[config.mk]
export PLATFORM = sky130hd
export DESIGN_NAME = otp_access_sequencer
export DESIGN_NICKNAME = d
export VERILOG_FILES = /design/src/rtl/otp_access_sequencer.sv
export SDC_FILE = /design/constraint.sdc
export NUM_CORES = 1
export LEC_CHECK = 0
export CAP_MARGIN = 20
export CORE_MARGIN = 3
export CORE_UTILIZATION = 50
export DETAILED_ROUTE_END_ITERATION = 10
export PLACE_DENSITY_LB_ADDON = 0.3
export SLEW_MARGIN = 10
export SYNTH_ARGS = -nofsm -noshare
export SYNTH_HDL_FRONTEND = slang
export SYNTH_SLANG_ARGS = --single-unit
[constraint.sdc]
create_clock -name clk -period 3 [get_ports clk]
set_clock_uncertainty 0.2 [all_clocks]
set_input_delay 0.9 -clock clk [delete_from_list [all_inputs] [get_ports clk]]
set_output_delay 0.9 -clock clk [all_outputs]
set_load 0.05 [all_outputs]
[src/rtl/otp_access_sequencer.sv]
// -----------------------------------------------------------------------------
// otp_access_sequencer
//
// Shares one OTP array controller FSM between two requesters (port 0: host,
// port 1: boot loader). Word requests are arbitrated round-robin. The block
// drives the FSM's mode/column/data inputs, times program pulses and read
// windows, reads back every program, retries failed programs and generates
// the FSM's writing_successful pulse from the verify result.
//
// Ports:
//   clk                     rising-edge clock
//   reset                   asynchronous, active-low reset
//   req[1:0]                per-port request, held until granted
//   we[1:0]                 per-port write (1) / read (0)
//   col0, col1              per-port column index
//   wdata0, wdata1          per-port program data
//   gnt[1:0]                one-cycle grant; request fields captured with it
//   rsp_valid               one-cycle response strobe
//   rsp_id                  port the response belongs to
//   rsp_rdata               read data, or final verify data for a write
//   rsp_err                 verify failed after all retries, or column >= B
//   otp_mode                to FSM: 0 idle, 1 program, 2 read
//   otp_column              to FSM column
//   otp_data_in             to FSM program data
//   otp_writing_successful  to FSM, one-cycle pulse after a passing verify
//   otp_data_out            read data from FSM
// -----------------------------------------------------------------------------
module otp_access_sequencer #(
  parameter int A            = 2,
  parameter int B            = 2,
  parameter int ADDR_WIDTH   = (B > 1) ? $clog2(B) : 1,
  parameter int PULSE_CYCLES = 8,
  parameter int READ_CYCLES  = 4,
  parameter int MAX_RETRY    = 3
) (
  input  logic                  clk,
  input  logic                  reset,
  input  logic [1:0]            req,
  input  logic [1:0]            we,
  input  logic [ADDR_WIDTH-1:0] col0,
  input  logic [ADDR_WIDTH-1:0] col1,
  input  logic [A-1:0]          wdata0,
  input  logic [A-1:0]          wdata1,
  output logic [1:0]            gnt,
  output logic                  rsp_valid,
  output logic                  rsp_id,
  output logic [A-1:0]          rsp_rdata,
  output logic                  rsp_err,
  output logic [1:0]            otp_mode,
  output logic [ADDR_WIDTH-1:0] otp_column,
  output logic [A-1:0]          otp_data_in,
  output logic                  otp_writing_successful,
  input  logic [A-1:0]          otp_data_out
);

  localparam int MAX_CYC = (PULSE_CYCLES > READ_CYCLES) ? PULSE_CYCLES : READ_CYCLES;
  localparam int CNT_W   = (MAX_CYC > 1) ? $clog2(MAX_CYC) : 1;
  localparam int RETRY_W = (MAX_RETRY > 0) ? $clog2(MAX_RETRY + 1) : 1;

  typedef enum logic [2:0] {
    IDLE   = 3'd0,
    PROG   = 3'd1,
    VERIFY = 3'd2,
    READ   = 3'd3,
    RESP   = 3'd4
  } state_t;

  state_t                  state_reg,   state_next;
  logic [CNT_W-1:0]        cnt_reg,     cnt_next;
  logic [RETRY_W-1:0]      retry_reg,   retry_next;
  logic                    id_reg,      id_next;
  logic                    last_id_reg, last_id_next;
  logic [ADDR_WIDTH-1:0]   col_reg,     col_next;
  logic [A-1:0]            wd_reg,      wd_next;
  logic [1:0]              gnt_reg,     gnt_next;
  logic                    rsp_valid_reg, rsp_valid_next;
  logic                    rsp_id_reg,    rsp_id_next;
  logic [A-1:0]            rsp_rdata_reg, rsp_rdata_next;
  logic                    rsp_err_reg,   rsp_err_next;
  logic                    wsucc_reg,     wsucc_next;

  // Arbitration: a lone requester wins outright; on a tie the port that was
  // not granted last wins.
  logic                  win;
  logic                  sel_we;
  logic [ADDR_WIDTH-1:0] sel_col;
  logic [A-1:0]          sel_wd;
  logic                  sel_col_bad;
  logic                  verify_pass;

  always_comb begin
    win = req[1];
    if (req == 2'b11) begin
      win = ~last_id_reg;
    end
  end

  assign sel_we      = win ? we[1]  : we[0];
  assign sel_col     = win ? col1   : col0;
  assign sel_wd      = win ? wdata1 : wdata0;
  assign sel_col_bad = (int'(sel_col) >= B);

  // OTP bits can only be set, so already-set bits beyond wd are harmless.
  assign verify_pass = ((otp_data_out & wd_reg) == wd_reg);

  // Next-state and registered-output logic
  always_comb begin
    state_next     = state_reg;
    cnt_next       = cnt_reg;
    retry_next     = retry_reg;
    id_next        = id_reg;
    last_id_next   = last_id_reg;
    col_next       = col_reg;
    wd_next        = wd_reg;
    gnt_next       = 2'b00;
    rsp_valid_next = 1'b0;
    rsp_id_next    = 1'b0;
    rsp_rdata_next = '0;
    rsp_err_next   = 1'b0;
    wsucc_next     = 1'b0;

    case (state_reg)
      IDLE: begin
        if (|req) begin
          gnt_next     = win ? 2'b10 : 2'b01;
          id_next      = win;
          last_id_next = win;
          cnt_next     = '0;
          retry_next   = '0;
          if (sel_col_bad) begin
            // Never touches the array: respond in the grant cycle.
            state_next     = RESP;
            rsp_valid_next = 1'b1;
            rsp_id_next    = win;
            rsp_err_next   = 1'b1;
          end else begin
            col_next = sel_col;
            if (sel_we) begin
              wd_next    = sel_wd;
              state_next = PROG;
            end else begin
              state_next = READ;
            end
          end
        end
      end

      PROG: begin
        if (cnt_reg == CNT_W'(PULSE_CYCLES - 1)) begin
          cnt_next   = '0;
          state_next = VERIFY;
        end else begin
          cnt_next = cnt_reg + CNT_W'(1);
        end
      end

      VERIFY: begin
        if (cnt_reg == CNT_W'(READ_CYCLES - 1)) begin
          cnt_next = '0;
          if (verify_pass) begin
            state_next     = RESP;
            rsp_valid_next = 1'b1;
            rsp_id_next    = id_reg;
            rsp_rdata_next = otp_data_out;
            wsucc_next     = 1'b1;
          end else if (int'(retry_reg) < MAX_RETRY) begin
            retry_next = retry_reg + RETRY_W'(1);
            state_next = PROG;
          end else begin
            state_next     = RESP;
            rsp_valid_next = 1'b1;
            rsp_id_next    = id_reg;
            rsp_rdata_next = otp_data_out;
            rsp_err_next   = 1'b1;
          end
        end else begin
          cnt_next = cnt_reg + CNT_W'(1);
        end
      end

      READ: begin
        if (cnt_reg == CNT_W'(READ_CYCLES - 1)) begin
          cnt_next       = '0;
          state_next     = RESP;
          rsp_valid_next = 1'b1;
          rsp_id_next    = id_reg;
          rsp_rdata_next = otp_data_out;
        end else begin
          cnt_next = cnt_reg + CNT_W'(1);
        end
      end

      RESP: begin
        // One idle cycle with otp_mode=0 separates consecutive operations.
        state_next = IDLE;
      end

      default: begin
        state_next = IDLE;
      end
    endcase
  end

  always_ff @(posedge clk or negedge reset) begin
    if (!reset) begin
      state_reg     <= IDLE;
      cnt_reg       <= '0;
      retry_reg     <= '0;
      id_reg        <= 1'b0;
      last_id_reg   <= 1'b1;
      col_reg       <= '0;
      wd_reg        <= '0;
      gnt_reg       <= 2'b00;
      rsp_valid_reg <= 1'b0;
      rsp_id_reg    <= 1'b0;
      rsp_rdata_reg <= '0;
      rsp_err_reg   <= 1'b0;
      wsucc_reg     <= 1'b0;
    end else begin
      state_reg     <= state_next;
      cnt_reg       <= cnt_next;
      retry_reg     <= retry_next;
      id_reg        <= id_next;
      last_id_reg   <= last_id_next;
      col_reg       <= col_next;
      wd_reg        <= wd_next;
      gnt_reg       <= gnt_next;
      rsp_valid_reg <= rsp_valid_next;
      rsp_id_reg    <= rsp_id_next;
      rsp_rdata_reg <= rsp_rdata_next;
      rsp_err_reg   <= rsp_err_next;
      wsucc_reg     <= wsucc_next;
    end
  end

  // Mode is a pure decode of the state register, so an asynchronous reset
  // drops it to idle immediately, even in the middle of a pulse.
  always_comb begin
    otp_mode = 2'd0;
    case (state_reg)
      PROG:    otp_mode = 2'd1;
      VERIFY:  otp_mode = 2'd2;
      READ:    otp_mode = 2'd2;
      default: otp_mode = 2'd0;
    endcase
  end

  assign gnt                    = gnt_reg;
  assign rsp_valid              = rsp_valid_reg;
  assign rsp_id                 = rsp_id_reg;
  assign rsp_rdata              = rsp_rdata_reg;
  assign rsp_err                = rsp_err_reg;
  assign otp_column             = col_reg;
  assign otp_data_in            = wd_reg;
  assign otp_writing_successful = wsucc_reg;

endmodule

==> metrics.md <==
| Metric | Value |
|---|---|
| Root Driver | clkbuf_4 |
| H-tree levels | 1 |
| Worst EP arrival | 1.56 ns |
| Sink Count | 21 |
| Initial antenna violation count | 0 |
| Netlist cell types | 37 |
| CP max FO | 4 |
| Clk buf depth | 2 |
| Tmin final | around 2.7 ns |
| N_diodes | 0 |
| Vias post-DR | about 930 |
| Sequential fraction of the synthesis area | 46.2% |
| Post-CTS setup buffer count | 0 |
| Maximum VDD drop | approximately 0.56 mV |
| CTS clk-pin slew, worst paths | around 0.11 ns |
| Post-Syn Nets | between 100 and 150 |
| Final instance area | about 1500 um2 |
| Delay-heaviest family, CP | buffers and inverters |
| Max_cap viols | 0 |
| WL final | 2.18 mm |
| Met2 WL | 1.07 mm |
| DP Area | 1440 um2 |
| Avg WL per Cell | roughly 13 um |
| Residual DRC | 0 |
| Sw frac | 46.3% |
| DRT Pass-1 Iters | 4 |
| Fin nets | 164 |
| FF-to-FF Start | cnt_reg[0] |
| Lkg Pwr | 0.000698 uW |
| Crit-path slowest cell | clkdlybuf4s50_1 |
| Yosys reg bits | 21 |
| Crit path from | otp_data_in[1] |
| Total global-route track usage | around 18% |
| Worst min path class | reg2reg |
| Post_cts resized | 0 |
| Logic gate share of total power | a little over 50% |
| DR vias/cell | between 5 and 6 |
| DP HPWL | approximately 1.7 mm |
| Synth Warn # | 0 |
| Hold_sp | otp_column |
| Outcome | finished clean |
| Worst hold slack | 0.297 ns |
| Normalized max-slew margin | 62.7% |
| Critical Path RT | between 1.5 and 2 ns |
| Highest metal used | met4 |
| Die span in y | approximately 54 um |
| CTS tree | built |
| Synth Cell Area | roughly 1100 um2 |
| CP cell instances | clkdlybuf4s50_1 |
| Sequential Power Share | between 30% and 40% |
| Crit path buf inv count | 1 |
| Power Internal | 668 uW |
| Final Setup Violations | 0 |
| CTS Hold Bufs | 0 |
| Core area | 2060 um2 |
| Synth Instances | between 100 and 150 |
| Final ANT Viol Nets | 0 |
| Final hold vios | 0 |
| Detailed Route Iter0 Violations | 14 |
| DRT met1 WL | around 920 um |
| WS Path Type | reg2out |
| Initial core utilization | a little under three fifths |
| Switch Pwr | around 580 uW |
| Fmax | between 300 and 400 MHz |
| Metal3 WL | around 140 um |
| Crit path launch type | flip-flop |
| I/O Pins | 27 |
| Worst Setup End Kind | primary output |
| Setup tns final | 0 ns |
| Commonest cells after routing, fill and taps aside | 24 x clkdlybuf4s50_1, 20 x dfrtp_1, 10 x nand2_1 |
| Vias in the first global route | roughly 850 |
| Syn avg cell area | 10.3 um2 |
| Clk pwr share | approximately 11% |
| Die width | approximately 54 um |
| Skew-Pair Late Insertion Delay | between 0.3 and 0.4 ns |
| Synthesis-to-layout area growth | 28.4% |
| Share of cells above drive strength 1 | a little under an eighth |
| Max Slew Vio Count | 0 |
| Leading cell type in the layout, fill and taps excluded | clkdlybuf4s50_1 |
| Final period utilization | between 80% and 90% |
| Max stage delay on crit path | between 0.8 and 0.9 ns |
| Largest net degree at the start of global routing | 14 |
| Slew @ Worst Pin | roughly 0.56 ns |
| Num CTS Buffers | 3 |
| Unrepaired setup endpoints after global routing | false |
| PortBufs | 26 |
| Pwr Density | about 850 nW/um2 |
| DIE AREA | just under 3000 um2 |
| Filler cell count | 161 |
| First-pass GRT wire length | 3.60 mm |
| Core Rows | 16 |
| Gpl congestion | 0.754 |
| Overflow after GRT | 0 |
cell families (layout without fill, tap and decap cells):
group                    Yosys count  after routing  share of synthesized area (%)
buffers and inverters              9             40                           3.73
AO/OA/AOI/OAI                     30             30                           17.4
flip-flops                        21             21                           46.2
multiplexers                       4              4                           3.95
adder cells (fa/ha/maj)            7              7                           7.68
AND/OR/NAND/NOR                   40             40                           21.1
through the flow:
stage	utilization (%)	total power [uW]	worst slack, ns	std cells
CTS	71.1	1250	0.330	169
global route	71.1	1330	0.288	169
global placement	69.7	1090	0.467	165
floorplan	-	926	0.873	111
finish	71.1	1240	0.339	169
detailed placement	69.7	1110	0.389	165
cells in the mapped netlist (all sizes together):
cell type | instances | share of area (%)
nor2 | 9 | 3.6
mux2i | 3 | 2.6
o211a | 1 | 0.88
buf | 1 | 0.66
o21ai | 8 | 3.5
inv | 8 | 3.1
a22oi | 1 | 0.66
o22a | 1 | 0.77
and3 | 1 | 0.55
nor3 | 2 | 1.9
nand4 | 1 | 0.55
ha | 7 | 7.7
dfstp | 1 | 2.3
nand3b | 3 | 3.1
nor2b | 3 | 1.6
nand3 | 3 | 1.3
a21o | 2 | 1.3
a31oi | 2 | 1.1
a21oi | 10 | 4.7
dfrtp | 20 | 44
a21boi | 2 | 2.3
and2 | 1 | 0.55
a221o | 1 | 0.88
mux2 | 1 | 1.3
nand2b | 6 | 3.9
o22ai | 1 | 0.55
a22o | 1 | 0.77
nand2 | 10 | 3.3
and2b | 1 | 0.66
final cells by class:
type,count,area (um2),share of cell area (%)
clock inverter,1,5.00,0.342
inverter,8,35.0,2.39
multi-input combinational,81,572,39.0
tap,27,33.8,2.31
clock buffer,3,22.5,1.54
sequential,21,527,36.0
timing repair buffer,28,270,18.4
per-layer routing:
layer / global-route usage (%) / vias to the layer above
met1: 21.1 / 443
met4: 10.2 / 0
met3: 2.77 / 5
met2: 30.2 / 34
li1: - / 445
met5: 0 / -
worst paths after layout:
check | end | slack (ns) | cells past startpoint
worst max-delay path | otp_data_in[1] | 0.34 | 1
worst min-delay path | otp_column | 0.30 | 2
worst max register to register | retry_reg[1] | 1.29 | 5
worst min register to register | otp_column | 0.30 | 2
max in group asynchronous | rsp_id | 1.33 | 2
min in group asynchronous | state_reg[1] | 0.74 | 1
power groups by stage:
stage / clock network [uW] / registers [uW] / logic [uW]
floorplan: 0 / 546 / 380
global placement: 0 / 465 / 627
detailed placement: 0 / 468 / 644
CTS: 142 / 461 / 650
global route: 153 / 477 / 700
finish: 137 / 462 / 645
tightest hold or removal path, stage by stage (launching register included):
cell	delay (ns)
dfrtp_1	0.36
nand2_1	0.05
o21ai_0	0.06
Power figures use the tool's default switching activity.
